### src/rtl/blur_scheduler.sv
// Blur engine sequencer: accepts 5-tap windows, steps the engine through
// three phases and parks each result in a tagged one-deep output register.
module blur_scheduler #(
   parameter int WIDTH  = 640,
   parameter int HEIGHT = 480,
   parameter int CW     = (WIDTH > 1) ? $clog2(WIDTH) : 1,
   parameter int RW     = (HEIGHT > 1) ? $clog2(HEIGHT) : 1
) (
   input  logic          clk,
   input  logic          rst,
   input  logic          start,
   input  logic          in_valid,
   output logic          in_ready,
   input  logic [39:0]   in_pixels,
   output logic [39:0]   eng_pixels,
   output logic [1:0]    eng_phase,
   input  logic [7:0]    eng_result,
   output logic          out_valid,
   input  logic          out_ready,
   output logic [7:0]    out_pixel,
   output logic [CW-1:0] out_col,
   output logic [RW-1:0] out_row,
   output logic          busy,
   output logic          frame_done
);

   typedef enum logic [2:0] {
      IDLE,
      WAIT_IN,
      P1,
      P2,
      P3
   } state_t;

   state_t        state;
   state_t        state_nx;
   logic [CW-1:0] col;
   logic [RW-1:0] row;
   logic [39:0]   win;
   logic          capture;
   logic          last_col;
   logic          last_pix;

   assign last_col   = (col == CW'(WIDTH - 1));
   assign last_pix   = last_col && (row == RW'(HEIGHT - 1));
   assign eng_pixels = win;

   always_ff @(posedge clk) begin
      if (rst) begin
         state <= IDLE;
      end else begin
         state <= state_nx;
      end
   end

   always_comb begin
      state_nx  = state;
      in_ready  = 1'b0;
      eng_phase = 2'd0;
      busy      = 1'b1;
      capture   = 1'b0;
      unique case (state)
         IDLE: begin
            busy = 1'b0;
            if (start) begin
               state_nx = WAIT_IN;
            end
         end
         WAIT_IN: begin
            in_ready = 1'b1;
            if (in_valid) begin
               state_nx = P1;
            end
         end
         P1: begin
            eng_phase = 2'd1;
            state_nx  = P2;
         end
         P2: begin
            eng_phase = 2'd2;
            state_nx  = P3;
         end
         P3: begin
            eng_phase = 2'd3;
            // a pending result that the sink has not taken blocks capture
            if (!out_valid || out_ready) begin
               capture  = 1'b1;
               state_nx = last_pix ? IDLE : WAIT_IN;
            end
         end
         default: begin
            state_nx = IDLE;
         end
      endcase
   end

   always_ff @(posedge clk) begin
      if (rst) begin
         col        <= '0;
         row        <= '0;
         win        <= '0;
         out_valid  <= 1'b0;
         out_pixel  <= '0;
         out_col    <= '0;
         out_row    <= '0;
         frame_done <= 1'b0;
      end else begin
         frame_done <= capture && last_pix;
         if (state == IDLE && start) begin
            col <= '0;
            row <= '0;
         end
         if (state == WAIT_IN && in_valid) begin
            win <= in_pixels;
         end
         if (capture) begin
            out_valid <= 1'b1;
            out_pixel <= eng_result;
            out_col   <= col;
            out_row   <= row;
            if (last_pix) begin
               col <= '0;
               row <= '0;
            end else if (last_col) begin
               col <= '0;
               row <= row + RW'(1);
            end else begin
               col <= col + CW'(1);
            end
         end else if (out_valid && out_ready) begin
            out_valid <= 1'b0;
         end
      end
   end

endmodule
### config.mk
export PLATFORM = sky130hd
export DESIGN_NAME = blur_scheduler
export DESIGN_NICKNAME = d
export VERILOG_FILES = /design/src/rtl/blur_scheduler.sv
export SDC_FILE = /design/constraint.sdc
export NUM_CORES = 1
export LEC_CHECK = 0
export ABC_AREA = 1
export CAP_MARGIN = 5
export CORE_MARGIN = 2
export CORE_UTILIZATION = 46
export DETAILED_ROUTE_END_ITERATION = 12
export GPL_TIMING_DRIVEN = 1
export MAX_ROUTING_LAYER = met4
export PLACE_DENSITY_LB_ADDON = 0.1
export SLEW_MARGIN = 40
export SYNTH_ARGS = -nofsm -noshare
export SYNTH_HDL_FRONTEND = slang
export SYNTH_SLANG_ARGS = --single-unit
### constraint.sdc
create_clock -name clk -period 1.6 [get_ports clk]
set_input_delay 0.32 -clock clk [delete_from_list [all_inputs] [get_ports clk]]
set_output_delay 0.32 -clock clk [all_outputs]
set_load 0.01 [all_outputs]
Word-level counts from Yosys, hierarchy flattened
Index checks and enable logic that the tools add are counted.

word-level totals
  memories kept = 0
  output and inout bits = 73
  bits of input ports = 53
  flip-flop bits (word level) = 91
  bits in writable memories = 0
  word-level logic and storage cells = 51
  bits in latches = 0
  memory bits (read-only) = 0

cells by class
  shift operators = 0
  multiplexer cells = 20
  order comparisons = 0
  bitwise operators = 0
  add/subtract/negate cells = 2
  multiply operators = 0
  div/mod/pow operators = 0
  equal/unequal tests = 9
  reductions and logical operators = 11

operators with widths
  cell                   count
  $mux 10                4
  $mux 9                 4
  $pmux 3 s5             1
  $add 10x1->10 const B  1
  $eq 10x10->1 const B   1
  $add 9x1->9 const B    1
  $eq 9x9->1 const B     1
  $mux 3                 3
  $mux 1                 7
  $eq 3x2->1 const B     2
  $ne 2x2->1 const B     3
  $pmux 2 s3             1
  $logic_and 1x1->1      5
  $reduce_bool 2->1      2
  $eq 3x1->1 const B     1
  $eq 3x3->1 const B     1
  $logic_not 3->1        1
  $reduce_and 3->1       1
  $logic_not 1->1        1
  $logic_or 1x1->1       1

Depth between registers and ports, before layout
  depth after elaboration = 6
  gate-level depth with buffers = 9
  mapped depth without buffers = 9

Worst setup path after synthesis
OpenSTA, ideal clock, no wires.

  path kind = flip-flop to flip-flop
  start = reg col[0]
  end = reg row[2]
  data required time = 1486 ps
  arrival = 1325 ps
  cell stages (with the launch flop) = 9
  setup time = 114 ps
  path buffers = 0
  path slack = 161 ps
  period minus slack after synthesis = 1439 ps
  cells stage by stage = dfxtp_1 > ha_1 > nand3_2 > nor2_4 > nand2_4 > nor2_8 > nand3_4 > nand3_2 > nor2_1

on the way
  longest elaborated chain between the ends = 4
  elaborated cells between the ends (all ways) = 5
  those cells by class = eq/ne: 1; mux: 3; reduce/logical: 1

ends and longest elaborated chain
  what                                         RTL line  RTL
  from (decl)                                  37        logic [CW-1:0] col;
  from (signal assigned)                       128       col <= col + CW'(1);
  $eq 10x10->1 *                               44        assign last_col = (col == CW'(WIDTH - 1));
  $mux 9 or $logic_and 1x1->1 (tied branches)  124, 45
  $mux 9 *                                     121       if (last_pix) begin
  $mux 9 *                                     116       if (capture) begin
  to (signal assigned)                         126       row <= row + RW'(1);
  to (decl)                                    38        logic [RW-1:0] row;

Every way passes the cells marked *; elsewhere a longest branch is shown, timed or not.
A chain may end at the register's enable or synchronous reset.

Final worst setup path
  start = reg win[1], in the netlist eng_pixels[1]
  end = out eng_pixels[1]

RTL lines
  what                    RTL line  RTL
  from (decl)             39        logic [39:0] win;
  from (signal assigned)  114       win <= in_pixels;
  to (decl)               15        output logic [39:0] eng_pixels,

No word-level cell between the ends.

==> qor.txt <==
fraction of layout cells with a size suffix above 1 = 0.120
final instance area = 0.00544 mm^2
GR peak layer = met2
placed insts = 705
Area Overhead vs Synth = 44.9%
Final period util = 0.981
Design Power = 4.58 mW
Adder-Cell Fraction of Synth Area = 0.00666
Clock Latency Late Sink = 0.36 ns
reg-to-reg slack, setup = 0.12 ns
Critical Path AT = 1.25 ns
Cell variety after synth = 32
Post-DRT Antenna Nets = 0
hpwl dp = 6620 um
Compound-Gate Fraction of Synth Area = 0.142
reg2reg end = row[2]$_SDFF_PP0_
post-synthesis simple-gate area fraction = 0.294
clock transition at the registers of the reported paths = 0.09 ns
Root Buffer Master = clkbuf_8
Buf+Inv Stages, Crit Path = 1
crit-path max FO = 2
vias in the first global route = 3464
Setup CP Type = reg -> out
Synth Register Bits = 91
Netlist Area Pre-Place = 0.00376 mm^2
I/O Pins = 126
power per cell area = 841 mW/mm^2
Worst slew margin = 0.770
CTS tree = yes
Max Fclk = 637 MHz
Wirelength per Cell = 13.3 um
met2 usage = 0.374
gr usage total = 0.224
Mapped Cells = 488
Via density = 5.03
Avg Cell Area, Syn = 7.70 um^2
via count = 3630
port buffer count = 125
die height = 94.4 um
crit path cell chain = clkdlybuf4s50_1
Critical R2R Launch = state[1]$_SDFFE_PP0P_
syn nets = 543
Hold Violations, Final = 0
Iteration-0 DRC Markers = 146
nets@finish = 669
final WL = 9600 um
Placeable Area = 0.00781 mm^2
Seq/Total Area, Yosys = 0.485
total clock buffers created by CTS = 9
setup TNS = 0 ns
Yosys Warn Count = 0
Final Setup Violations = 0
mux cell area share after synthesis = 0
drt drc = 0
Worst path slowest cell = clkdlybuf4s50_1
fin crit period = 1.57 ns
Setup crit start kind = flop
most common cell after layout, fill and taps aside = nand2_1
Overflow after GRT = 0
H-tree depth = 3
cells on worst reg2reg path = 9
antenna violations before repair = 0
number of max-cap violations = 0
CP Capture Type = output pin
RSZ-0062 raised after global routing = false
most frequent cells in the layout = nand2_1, clkdlybuf4s50_1, dfxtp_1
family with the most delay on the worst path = buffers and inverters
critical path depth = 1
Critical Path End = eng_pixels[1]
Area after DPL = 0.00517 mm^2
hold_ws = 0.195 ns
DRT Pass-1 Iters = 5
Die X = 94.4 um
Ant. Diodes = 0
Clock Skews = 0.0115 ns
Slew Limit Fails = 0
outcome = finished, final reports clean
TritonCTS sink count = 91
required time worst endpoint = 1.28 ns
Starting Density = 0.481
pin count of the biggest net entering global routing = 41
Critical Path Start = eng_pixels[1]$_SDFFE_PP0P_
leakage = 2.60 nW
hold_buf cts = 0
Core Rows = 32
Worst path max stage delay = 0.54 ns
die area = 0.00891 mm^2
first-pass GRT wire length = 15500 um
main combinational cell family by area after synthesis = simple AND/OR/NAND/NOR gates
M3 GR Usage = 0.0423
final std cells w/o fill = 721
Peak VDD IR = 426 uV
maximum clock path buffer count = 2
Slew @ Worst Pin = 0.345 ns
worst hold path class = in -> reg
gpl congestion = 0.799
GR Layer Usage met1 = 0.270
XOR/XNOR Fraction of Synth Area = 0.00699
[flip-flops by register name, summed over array words and instances (netlist names)]
signal      flops
row             9
state           3
eng_pixels     40
col            10
out_col        10
out_row         9
frame_done      1
out_valid       1
out_pixel       8
[worst min path at each step]
stage,startpoint,to,cells after the start
final,rst,frame_done$_SDFF_PP0_,2
after global routing,rst,frame_done$_SDFF_PP0_,2
after CTS,rst,frame_done$_SDFF_PP0_,2
after detailed placement,eng_pixels[17]$_SDFFE_PP0P_,eng_pixels[17]$_SDFFE_PP0P_,2
after global placement,eng_pixels[5]$_SDFFE_PP0P_,eng_pixels[5]$_SDFFE_PP0P_,2
after floorplan,col[7]$_SDFFE_PP0P_,col[7]$_SDFFE_PP0P_,2
[where the power goes]
part	internal, mW	total [mW]	switching (mW)
clock	0.764	1.55	0.785
combinational	0.326	0.652	0.325
sequential	2.34	2.38	0.0407
[area by class of cell]
class                      instances  area [um^2]
fill                             679         2360
sequential                        91         1830
multi-input combinational        344         1700
timing repair buffer             144         1500
clock buffer                      12          145
tap                              102          128
inverter                          24         95.1
clock inverter                     4         50.0
[synth_stat cells, drive strengths merged]
cell	n	area, um^2
nand4	2	12.5
clkbuf	16	71.3
inv	24	95.1
nand3	58	313
nor3	6	45.0
buf	13	80.1
a21oi	66	330
xor2	2	17.5
nand2	101	409
o21ai	33	165
a211oi	3	27.5
nor2	69	324
dfxtp	91	1820
xnor2	1	8.76
ha	2	25.0
o21bai	1	11.3
[through the flow]
step	worst slack, ns	util
4_1_cts	0.00334	0.688
5_1_grt	0.000672	0.697
6_report	0.0311	0.697
3_5_place_dp	-0.147	0.663
2_1_floorplan	0.161	-
3_3_place_gp	-0.110	0.663
[cell families (layout without fill, tap and decap cells)]
group / after synthesis / after routing
compound gates: 103 / 103
simple gates: 236 / 236
xor+xnor: 3 / 3
flops: 91 / 91
fa+ha+maj: 2 / 2
buf+inv: 53 / 184
[routing by layer]
| metal | up-vias | routed length [um] |
|---|---|---|
| li1 | 1855 | - |
| met1 | 1660 | 4290 |
| met2 | 97 | 4630 |
| met3 | 18 | 496 |
| met4 | 0 | 184 |
| met5 | - | 0 |
[what timing repair did]
| item | CTS | global route |
|---|---|---|
| setup endpoints to repair | 4 | 46 |
| buffers inserted | 0 | 0 |
| resized for setup | 10 | 39 |
| gates cloned | 0 | 0 |
| pin swaps | 0 | 1 |
Note: power is estimated with default switching activity, not from simulation.
